### src/rtl/bin_to_bcd_seq_if.sv
// Conversion request / result bundle between a binary source and the BCD display path.
// The master side issues requests; the converter sits on the slave side.
interface bin_to_bcd_seq_if #(
   parameter int unsigned WIDTH  = 8,
   parameter int unsigned DIGITS = 3
);
   logic                start;
   logic                signed_mode;
   logic [WIDTH-1:0]    bin_in;
   logic [4*DIGITS-1:0] BCD_out;
   logic                neg;
   logic                busy;
   logic                done;

   modport master (
      output start, signed_mode, bin_in,
      input  BCD_out, neg, busy, done
   );

   modport slave (
      input  start, signed_mode, bin_in,
      output BCD_out, neg, busy, done
   );
endinterface

### src/rtl/bin_to_bcd_seq.sv
// Iterative double-dabble binary-to-BCD converter, one bit per clock.
// The result and sign are held stable between conversions for the display driver.
module bin_to_bcd_seq #(
   parameter int unsigned WIDTH  = 8,
   parameter int unsigned DIGITS = 3
) (
   input logic             clk,
   input logic             reset_n,
   bin_to_bcd_seq_if.slave bus
);
   localparam int unsigned BcdW = 4 * DIGITS;
   localparam int unsigned CntW = $clog2(WIDTH + 1);

   typedef enum logic [0:0] {StIdle, StShift} state_e;

   state_e              state_q, state_d;
   logic [WIDTH-1:0]    shift_q, shift_d;
   logic [BcdW-1:0]     scratch_q, scratch_d;
   logic [CntW-1:0]     cnt_q, cnt_d;
   logic                sign_q, sign_d;
   logic [BcdW-1:0]     bcd_q, bcd_d;
   logic                neg_q, neg_d;
   logic                done_q, done_d;

   logic [BcdW-1:0]       adj;
   logic [BcdW+WIDTH-1:0] shifted;
   logic                  in_neg;
   logic [WIDTH-1:0]      mag;
   logic                  last;

   // Add-3 pre-adjust so each nibble stays a valid decimal digit after the shift.
   always_comb begin
      adj = '0;
      for (int i = 0; i < int'(DIGITS); i++) begin
         adj[4*i +: 4] = (scratch_q[4*i +: 4] >= 4'd5) ? scratch_q[4*i +: 4] + 4'd3
                                                       : scratch_q[4*i +: 4];
      end
   end

   assign shifted = {adj, shift_q} << 1;
   assign in_neg  = bus.signed_mode & bus.bin_in[WIDTH-1];
   assign mag     = in_neg ? (~bus.bin_in) + 1'b1 : bus.bin_in;
   assign last    = (cnt_q == CntW'(WIDTH - 1));

   always_comb begin
      state_d   = state_q;
      shift_d   = shift_q;
      scratch_d = scratch_q;
      cnt_d     = cnt_q;
      sign_d    = sign_q;
      bcd_d     = bcd_q;
      neg_d     = neg_q;
      done_d    = 1'b0;
      unique case (state_q)
         StIdle: begin
            if (bus.start) begin
               shift_d   = mag;
               sign_d    = in_neg;
               scratch_d = '0;
               cnt_d     = '0;
               state_d   = StShift;
            end
         end
         StShift: begin
            scratch_d = shifted[BcdW+WIDTH-1:WIDTH];
            shift_d   = shifted[WIDTH-1:0];
            cnt_d     = cnt_q + 1'b1;
            if (last) begin
               bcd_d   = shifted[BcdW+WIDTH-1:WIDTH];
               neg_d   = sign_q;
               done_d  = 1'b1;
               state_d = StIdle;
            end
         end
         default: state_d = StIdle;
      endcase
   end

   always_ff @(posedge clk or negedge reset_n) begin
      if (!reset_n) begin
         state_q   <= StIdle;
         shift_q   <= '0;
         scratch_q <= '0;
         cnt_q     <= '0;
         sign_q    <= 1'b0;
         bcd_q     <= '0;
         neg_q     <= 1'b0;
         done_q    <= 1'b0;
      end else begin
         state_q   <= state_d;
         shift_q   <= shift_d;
         scratch_q <= scratch_d;
         cnt_q     <= cnt_d;
         sign_q    <= sign_d;
         bcd_q     <= bcd_d;
         neg_q     <= neg_d;
         done_q    <= done_d;
      end
   end

   assign bus.BCD_out = bcd_q;
   assign bus.neg     = neg_q;
   assign bus.busy    = (state_q == StShift);
   assign bus.done    = done_q;
endmodule

### src/flat_wrapper.sv
// flat-port wrapper written by rule: the top's interface ports become plain ports
module bin_to_bcd_seq_flat 
#(
   parameter int unsigned WIDTH  = 8,
   parameter int unsigned DIGITS = 3
)
  (clk, reset_n, bus_start, bus_signed_mode, bus_bin_in, bus_BCD_out, bus_neg, bus_busy, bus_done);
  bin_to_bcd_seq_if #(.WIDTH(WIDTH), .DIGITS(DIGITS)) bus_i ();
  input logic clk;
  input logic reset_n;
  input wire logic [$bits(bus_i.start)-1:0] bus_start;
  input wire logic [$bits(bus_i.signed_mode)-1:0] bus_signed_mode;
  input wire logic [$bits(bus_i.bin_in)-1:0] bus_bin_in;
  output wire logic [$bits(bus_i.BCD_out)-1:0] bus_BCD_out;
  output wire logic [$bits(bus_i.neg)-1:0] bus_neg;
  output wire logic [$bits(bus_i.busy)-1:0] bus_busy;
  output wire logic [$bits(bus_i.done)-1:0] bus_done;
  assign bus_i.start = bus_start;
  assign bus_i.signed_mode = bus_signed_mode;
  assign bus_i.bin_in = bus_bin_in;
  assign bus_BCD_out = bus_i.BCD_out;
  assign bus_neg = bus_i.neg;
  assign bus_busy = bus_i.busy;
  assign bus_done = bus_i.done;
  bin_to_bcd_seq #(.WIDTH(WIDTH), .DIGITS(DIGITS)) u_core (.clk(clk), .reset_n(reset_n), .bus(bus_i));
endmodule
### config.mk
export PLATFORM = sky130hd
export DESIGN_NAME = bin_to_bcd_seq_flat
export DESIGN_NICKNAME = d
export VERILOG_FILES = /design/src/rtl/bin_to_bcd_seq_if.sv /design/src/rtl/bin_to_bcd_seq.sv /design/src/flat_wrapper.sv
export SDC_FILE = /design/constraint.sdc
export NUM_CORES = 1
export LEC_CHECK = 0
export CELL_PAD_IN_SITES_DETAIL_PLACEMENT = 1
export CELL_PAD_IN_SITES_GLOBAL_PLACEMENT = 2
export CORE_MARGIN = 4
export CORE_UTILIZATION = 37
export DETAILED_ROUTE_END_ITERATION = 7
export PLACE_DENSITY_LB_ADDON = 0.15
export SYNTH_ARGS = -nofsm -noshare
export SYNTH_HDL_FRONTEND = slang
export SYNTH_SLANG_ARGS = --single-unit
### constraint.sdc
create_clock -name clk -period 5 [get_ports clk]
set_clock_uncertainty 0.2 [all_clocks]
set_input_delay 0.75 -clock clk [delete_from_list [all_inputs] [get_ports clk]]
set_output_delay 0.75 -clock clk [all_outputs]
set_load 0.03 [all_outputs]
# [Word level (Yosys, flattened, before mapping)]
# Cells that the tools add are included.
[op_classes] bitwise=3 n_reduce_logical=2 magnitude_cmp=3 n_eq_ne=2 n_mux=15 add_sub_neg=5
[ops] operator="$pmux W12 S2" n=1
[ops] operator="$mux W8" n=2
[ops] operator="$pmux W8 S2" n=1
[ops] operator="$ge A4 B3 Y1 const B" n=3
[ops] operator="$mux W12" n=1
[ops] operator="$mux W4" n=3
[ops] operator="$add A4 B2 Y4 const B" n=2
[ops] operator="$add A8 B1 Y8 const B" n=1
[ops] operator="$not A8 Y8" n=1
[ops] operator="$pmux W4 S2" n=1
[ops] operator="$add A4 B1 Y4 const B" n=1
[ops] operator="$eq A4 B3 Y1 const B" n=1
[ops] operator="$mux W1" n=4
[ops] operator="$reduce_and A2 Y1" n=2
[ops] operator="$add A3 B2 Y3 const B" n=1
[ops] operator="$mux W3" n=1
[ops] operator="$ne A2 B2 Y1 const B" n=1
[ops] operator="$pmux W1 S2" n=1
[ops] operator="$and A1 B1 Y1" n=1
[ops] operator="$not A1 Y1" n=1
[word_totals] elab_cells=38 in_bits=12 regBits=40 output_inout_bits=15

# [Longest topological paths before layout]
[logic_depth] ltp_word=5 mapped_depth=6 mapped_depth_nobuf=6

# [Worst setup path before layout]
# OpenSTA, ideal clock, no wires.
[synth_timing] path_kind="input -> register" startpoint="input port bus_bin_in[0]" endpoint="register u_core.shift_q[4]" n_path_buf=0 setup_time_ns=0.064 required_time_ns=4.736 stages=6 path_slack_ns=2.993 arrival_time_ns=1.743 path_cell_list="inv_1 ha_1 nor3b_1 or3_1 a311oi_1 a21o_1"
[synth_between] elab_chain_cells=5
[synth_rtl] element="from (decl)" line="flat_wrapper.sv:13" source="input wire logic [$bits(bus_i.bin_in)-1:0] bus_bin_in;"
[synth_rtl] element="$not A8 Y8" line="bin_to_bcd_seq.sv:42" source="assign mag = in_neg ? (~bus.bin_in) + 1'b1 : bus.bin_in;"
[synth_rtl] element="$add A8 B1 Y8" line="bin_to_bcd_seq.sv:42"
[synth_rtl] element="$mux W8" line="bin_to_bcd_seq.sv:42"
[synth_rtl] element="$mux W8" line="bin_to_bcd_seq.sv:56" source="if (bus.start) begin"
[synth_rtl] element="$pmux W8 S2" line="bin_to_bcd_seq.sv:54" source="unique case (state_q)"
[synth_rtl] element="to (signal assigned)" line="bin_to_bcd_seq.sv:91" source="shift_q <= shift_d;"
[synth_rtl] element="to (decl)" line="bin_to_bcd_seq.sv:17" source="logic [WIDTH-1:0] shift_q, shift_d;"
# No other way between the ends. The select of a mux whose other input is x is not followed.
# A chain may end at the register's enable or synchronous reset.

# [Worst setup path in the final report]
[layout_timing] startpoint="register u_core.state_q, in the netlist u_core.bus.busy" endpoint="output port bus_busy"
[layout_rtl] element="from (decl)" line="bin_to_bcd_seq.sv:16" source="state_e state_q, state_d;"
[layout_rtl] element="from (signal assigned)" line="bin_to_bcd_seq.sv:81" source="state_q <= StIdle;"
[layout_rtl] element="from (signal assigned)" line="bin_to_bcd_seq.sv:90" source="state_q <= state_d;"
[layout_rtl] element="to (decl)" line="flat_wrapper.sv:16" source="output wire logic [$bits(bus_i.busy)-1:0] bus_busy;"
# No word-level cell between the ends.

==> results.py <==
metrics = {
    "synth": {
        "synth_top_family_by_area": "simple AND/OR/NAND/NOR gates",
        "synth_edf_count": 0,
        "synthAdderAreaFrac": 0.0494,
        "async_reset_ff_frac": 1.00,
        "yosys.cell_count.top_type": "dfrtp_1",
        "synth.distinct_cells": 28,
        "synthMuxAreaShare": 0.0710,
        "synth_common_cells": "dfrtp_1, nand2_1, o21ai_0",
        "syn_avg_cell_area_um2": 9.89,
        "synth_nets": 225,
        "yosysWarnings": 0,
        "syn_area_um2": 2030,
        "ys_seq_elements": 40,
        "synth_xor_area_frac": 0.0346,
        "synthTopCellsByArea": "dfrtp_1, o21ai_0, mux2i_1",
        "synth_top_flop_cell": "dfrtp_1",
        "synth-compound-area-share": 0.136,
        "syn_inst": 205,
        "synth_top_cell_by_area": "dfrtp_1",
        "yosys.area_share.simple": 0.176,
        "synth_top_area_frac": 0.494,
        "ys_seq_area_frac": 0.494,
    },
    "hold_path": {
        "min_to": "u_core.shift_q[3]",
        "min_from": "u_core.shift_q[2]",
        "hold_class": "reg2reg",
        "min_path_cells": 2,
    },
    "global_routing": {
        "grt_max_degree": 41,
        "grt_antenna_before_repair": 0,
        "grt_pass1_wl_um": 7830,
        "grt_pass1_vias": 1644,
        "grt_util_all_layers": 0.154,
        "gr-total-overflow": 0,
    },
    "drt": {
        "totalWireLength_um": 4450,
        "drt-pass1-iter-count": 3,
        "drt_iter0_markers": 60,
        "routedWlPerCell_um": 14.7,
        "vias_per_cell": 5.01,
        "vias": 1517,
        "drtAntennaViolNets": 0,
        "drc_errors": 0,
    },
    "clock_tree": {
        "postCtsHoldBufs": 0,
        "clkSlewWorstSetupHoldPaths_ns": 0.08,
        "insertion_delay_ns": 0.29,
        "clk_path_buf_depth": 2,
        "post_cts_resized": 0,
        "cts_num_sinks": 40,
        "cts_tree": "done",
        "htreeDepth": 2,
        "post_cts_buffers": 0,
        "root_buffer": "clkbuf_8",
        "numCtsBuffers": 5,
    },
    "finish": {
        "drive_gt1_frac": 0.0601,
        "final_area_um2": 2430,
        "final_nets": 252,
        "finalNonFillerCells": 303,
        "diodes": 0,
        "area_delta_synth_final_pct": 20.1,
        "nFillCells": 603,
    },
    "status": {
        "status": "completed",
    },
    "floorplanning": {
        "dieArea_um2": 6730,
        "die_w_um": 82.0,
        "dieHeight_um": 82.0,
        "ios": 27,
        "start_util": 0.389,
        "num_rows": 26,
        "coreArea_um2": 5200,
    },
    "worst_setup_path": {
        "reg2reg_depth": 6,
        "regToRegSetupSlack_ns": 3.05,
        "critPathRequiredTime_ns": 4.05,
        "crit_path_end_kind": "output port",
        "cp.arrival_ns": 1.76,
        "crit_fanout": 39,
        "reg2reg_to": "u_core.bus.BCD_out[2]",
        "cp-start-kind": "register",
        "crit_type": "reg2out",
        "rr_startpoint": "u_core.scratch_q[0]",
    },
    "place": {
        "dp_hpwl_um": 3300,
        "routabilityCongestion": 0.732,
        "io_buffers": 26,
        "post-place-cells": 295,
        "placed_cell_area_um2": 2340,
        "pre_cts_ws_ns": 2.31,
    },
    "pwr": {
        "ir_drop_mv": 0.192,
        "power_density_nw_per_um2": 621,
        "leakagePower_uw": 0.00112,
    },
    "timing": {
        "fin_crit_ns": 2.71,
        "post-route-period-util": 0.542,
        "setup_tns_ns": 0,
        "maxSlewViolCount": 0,
        "worstMarginPinSlew_ns": 0.890,
        "relSlewSlack": 0.407,
        "holdWs_ns": 0.279,
        "setup_violations": 0,
        "max_freq_mhz": 369,
        "finalHoldViolations": 0,
        "setup_slack_ns": 2.29,
        "rsz0062_at_grt": "no",
    },
    "flow_run": {
        "drv_cap": 0,
    },
}
## per-stage QoR
step,utilization,total power (uW)
3_3_place_gp,0.450,1250
2_1_floorplan,-,1060
5_1_grt,0.468,1650
3_5_place_dp,0.450,1310
6_report,0.468,1510
4_1_cts,0.468,1540
## critical path: stages (launching register included)
cell and delay [ns]:
dfrtp_1 0.33, buf_4 0.38, clkdlybuf4s50_1 0.76
## where the power goes
group	total (uW)	leakage [uW]	switching (uW)	internal, uW
logic	724	0.000565	405	319
clock network	223	0.0000455	110	113
registers	563	0.000511	102	461
total	1510	0.00112	618	892
## sequential cells by signal (all words and copies together) (netlist names)
register and count:
u_core.bus.busy 1, u_core.shift_q 8, u_core.bus.BCD_out 12, u_core.scratch_q 12, u_core.bus.neg 1, u_core.cnt_q 4, u_core.bus.done 1, u_core.sign_q 1
## per-layer routing
metal / GRT usage / up-vias / part of all wire
met5: 0 / - / 0
met4: 0.0548 / 0 / 0.016
met3: 0.0329 / 6 / 0.032
li1: - / 757 / -
met2: 0.279 / 25 / 0.51
met1: 0.177 / 729 / 0.44
## area by class of cell
type	instances	area, um^2	share of cell area
sequential	40	1000	0.411
multi-input combinational	147	947	0.389
timing repair buffer	28	270	0.111
clock buffer	8	90.1	0.0370
tap	70	87.6	0.0360
inverter	10	37.5	0.0154
## worst max path at each step
stage,to,slack (ns),start,cells past startpoint
floorplan,u_core.shift_q[4],2.99,bus_bin_in[0],6
global placement,u_core.cnt_q[2],2.36,bus_start,4
detailed placement,u_core.shift_q[6],2.31,bus_start,4
CTS,bus_busy,2.26,u_core.bus.busy,2
global route,bus_busy,2.20,u_core.bus.busy,2
finish,bus_busy,2.29,u_core.bus.busy,2
## cell families (layout without fill, tap and decap cells)
family          count (synthesis)  in the layout
buf+inv                        18             46
xor+xnor                        8              8
mux                            14             14
flops                          40             40
fa+ha+maj                       8              8
compound gates                 48             48
simple gates                   69             69
## placed cells by master (no fill, tap or decap)
master	netlist	final
nand4b_1	1	1
o31a_2	1	1
inv_1	10	10
nor2b_1	1	1
a22o_1	2	2
nor2_1	8	8
a311oi_1	2	2
dfrtp_1	40	40
nand2b_1	13	13
or3_1	1	1
nand3_1	5	5
ha_1	8	8
clkbuf_1	3	2
nand2_1	26	26
nand2_2	1	1
clkbuf_8	0	6
a21o_1	2	2
a22oi_1	1	1
mux2i_1	11	11
xnor2_1	8	8
nor3_1	1	1
clkdlybuf4s50_1	0	25
nor3b_1	12	12
a21oi_1	13	13
o21ai_0	24	24
buf_4	2	2
mux2_2	3	3
o311ai_0	1	1
o31ai_1	2	2
buf_2	3	1
(Power assumes the default switching activity.)
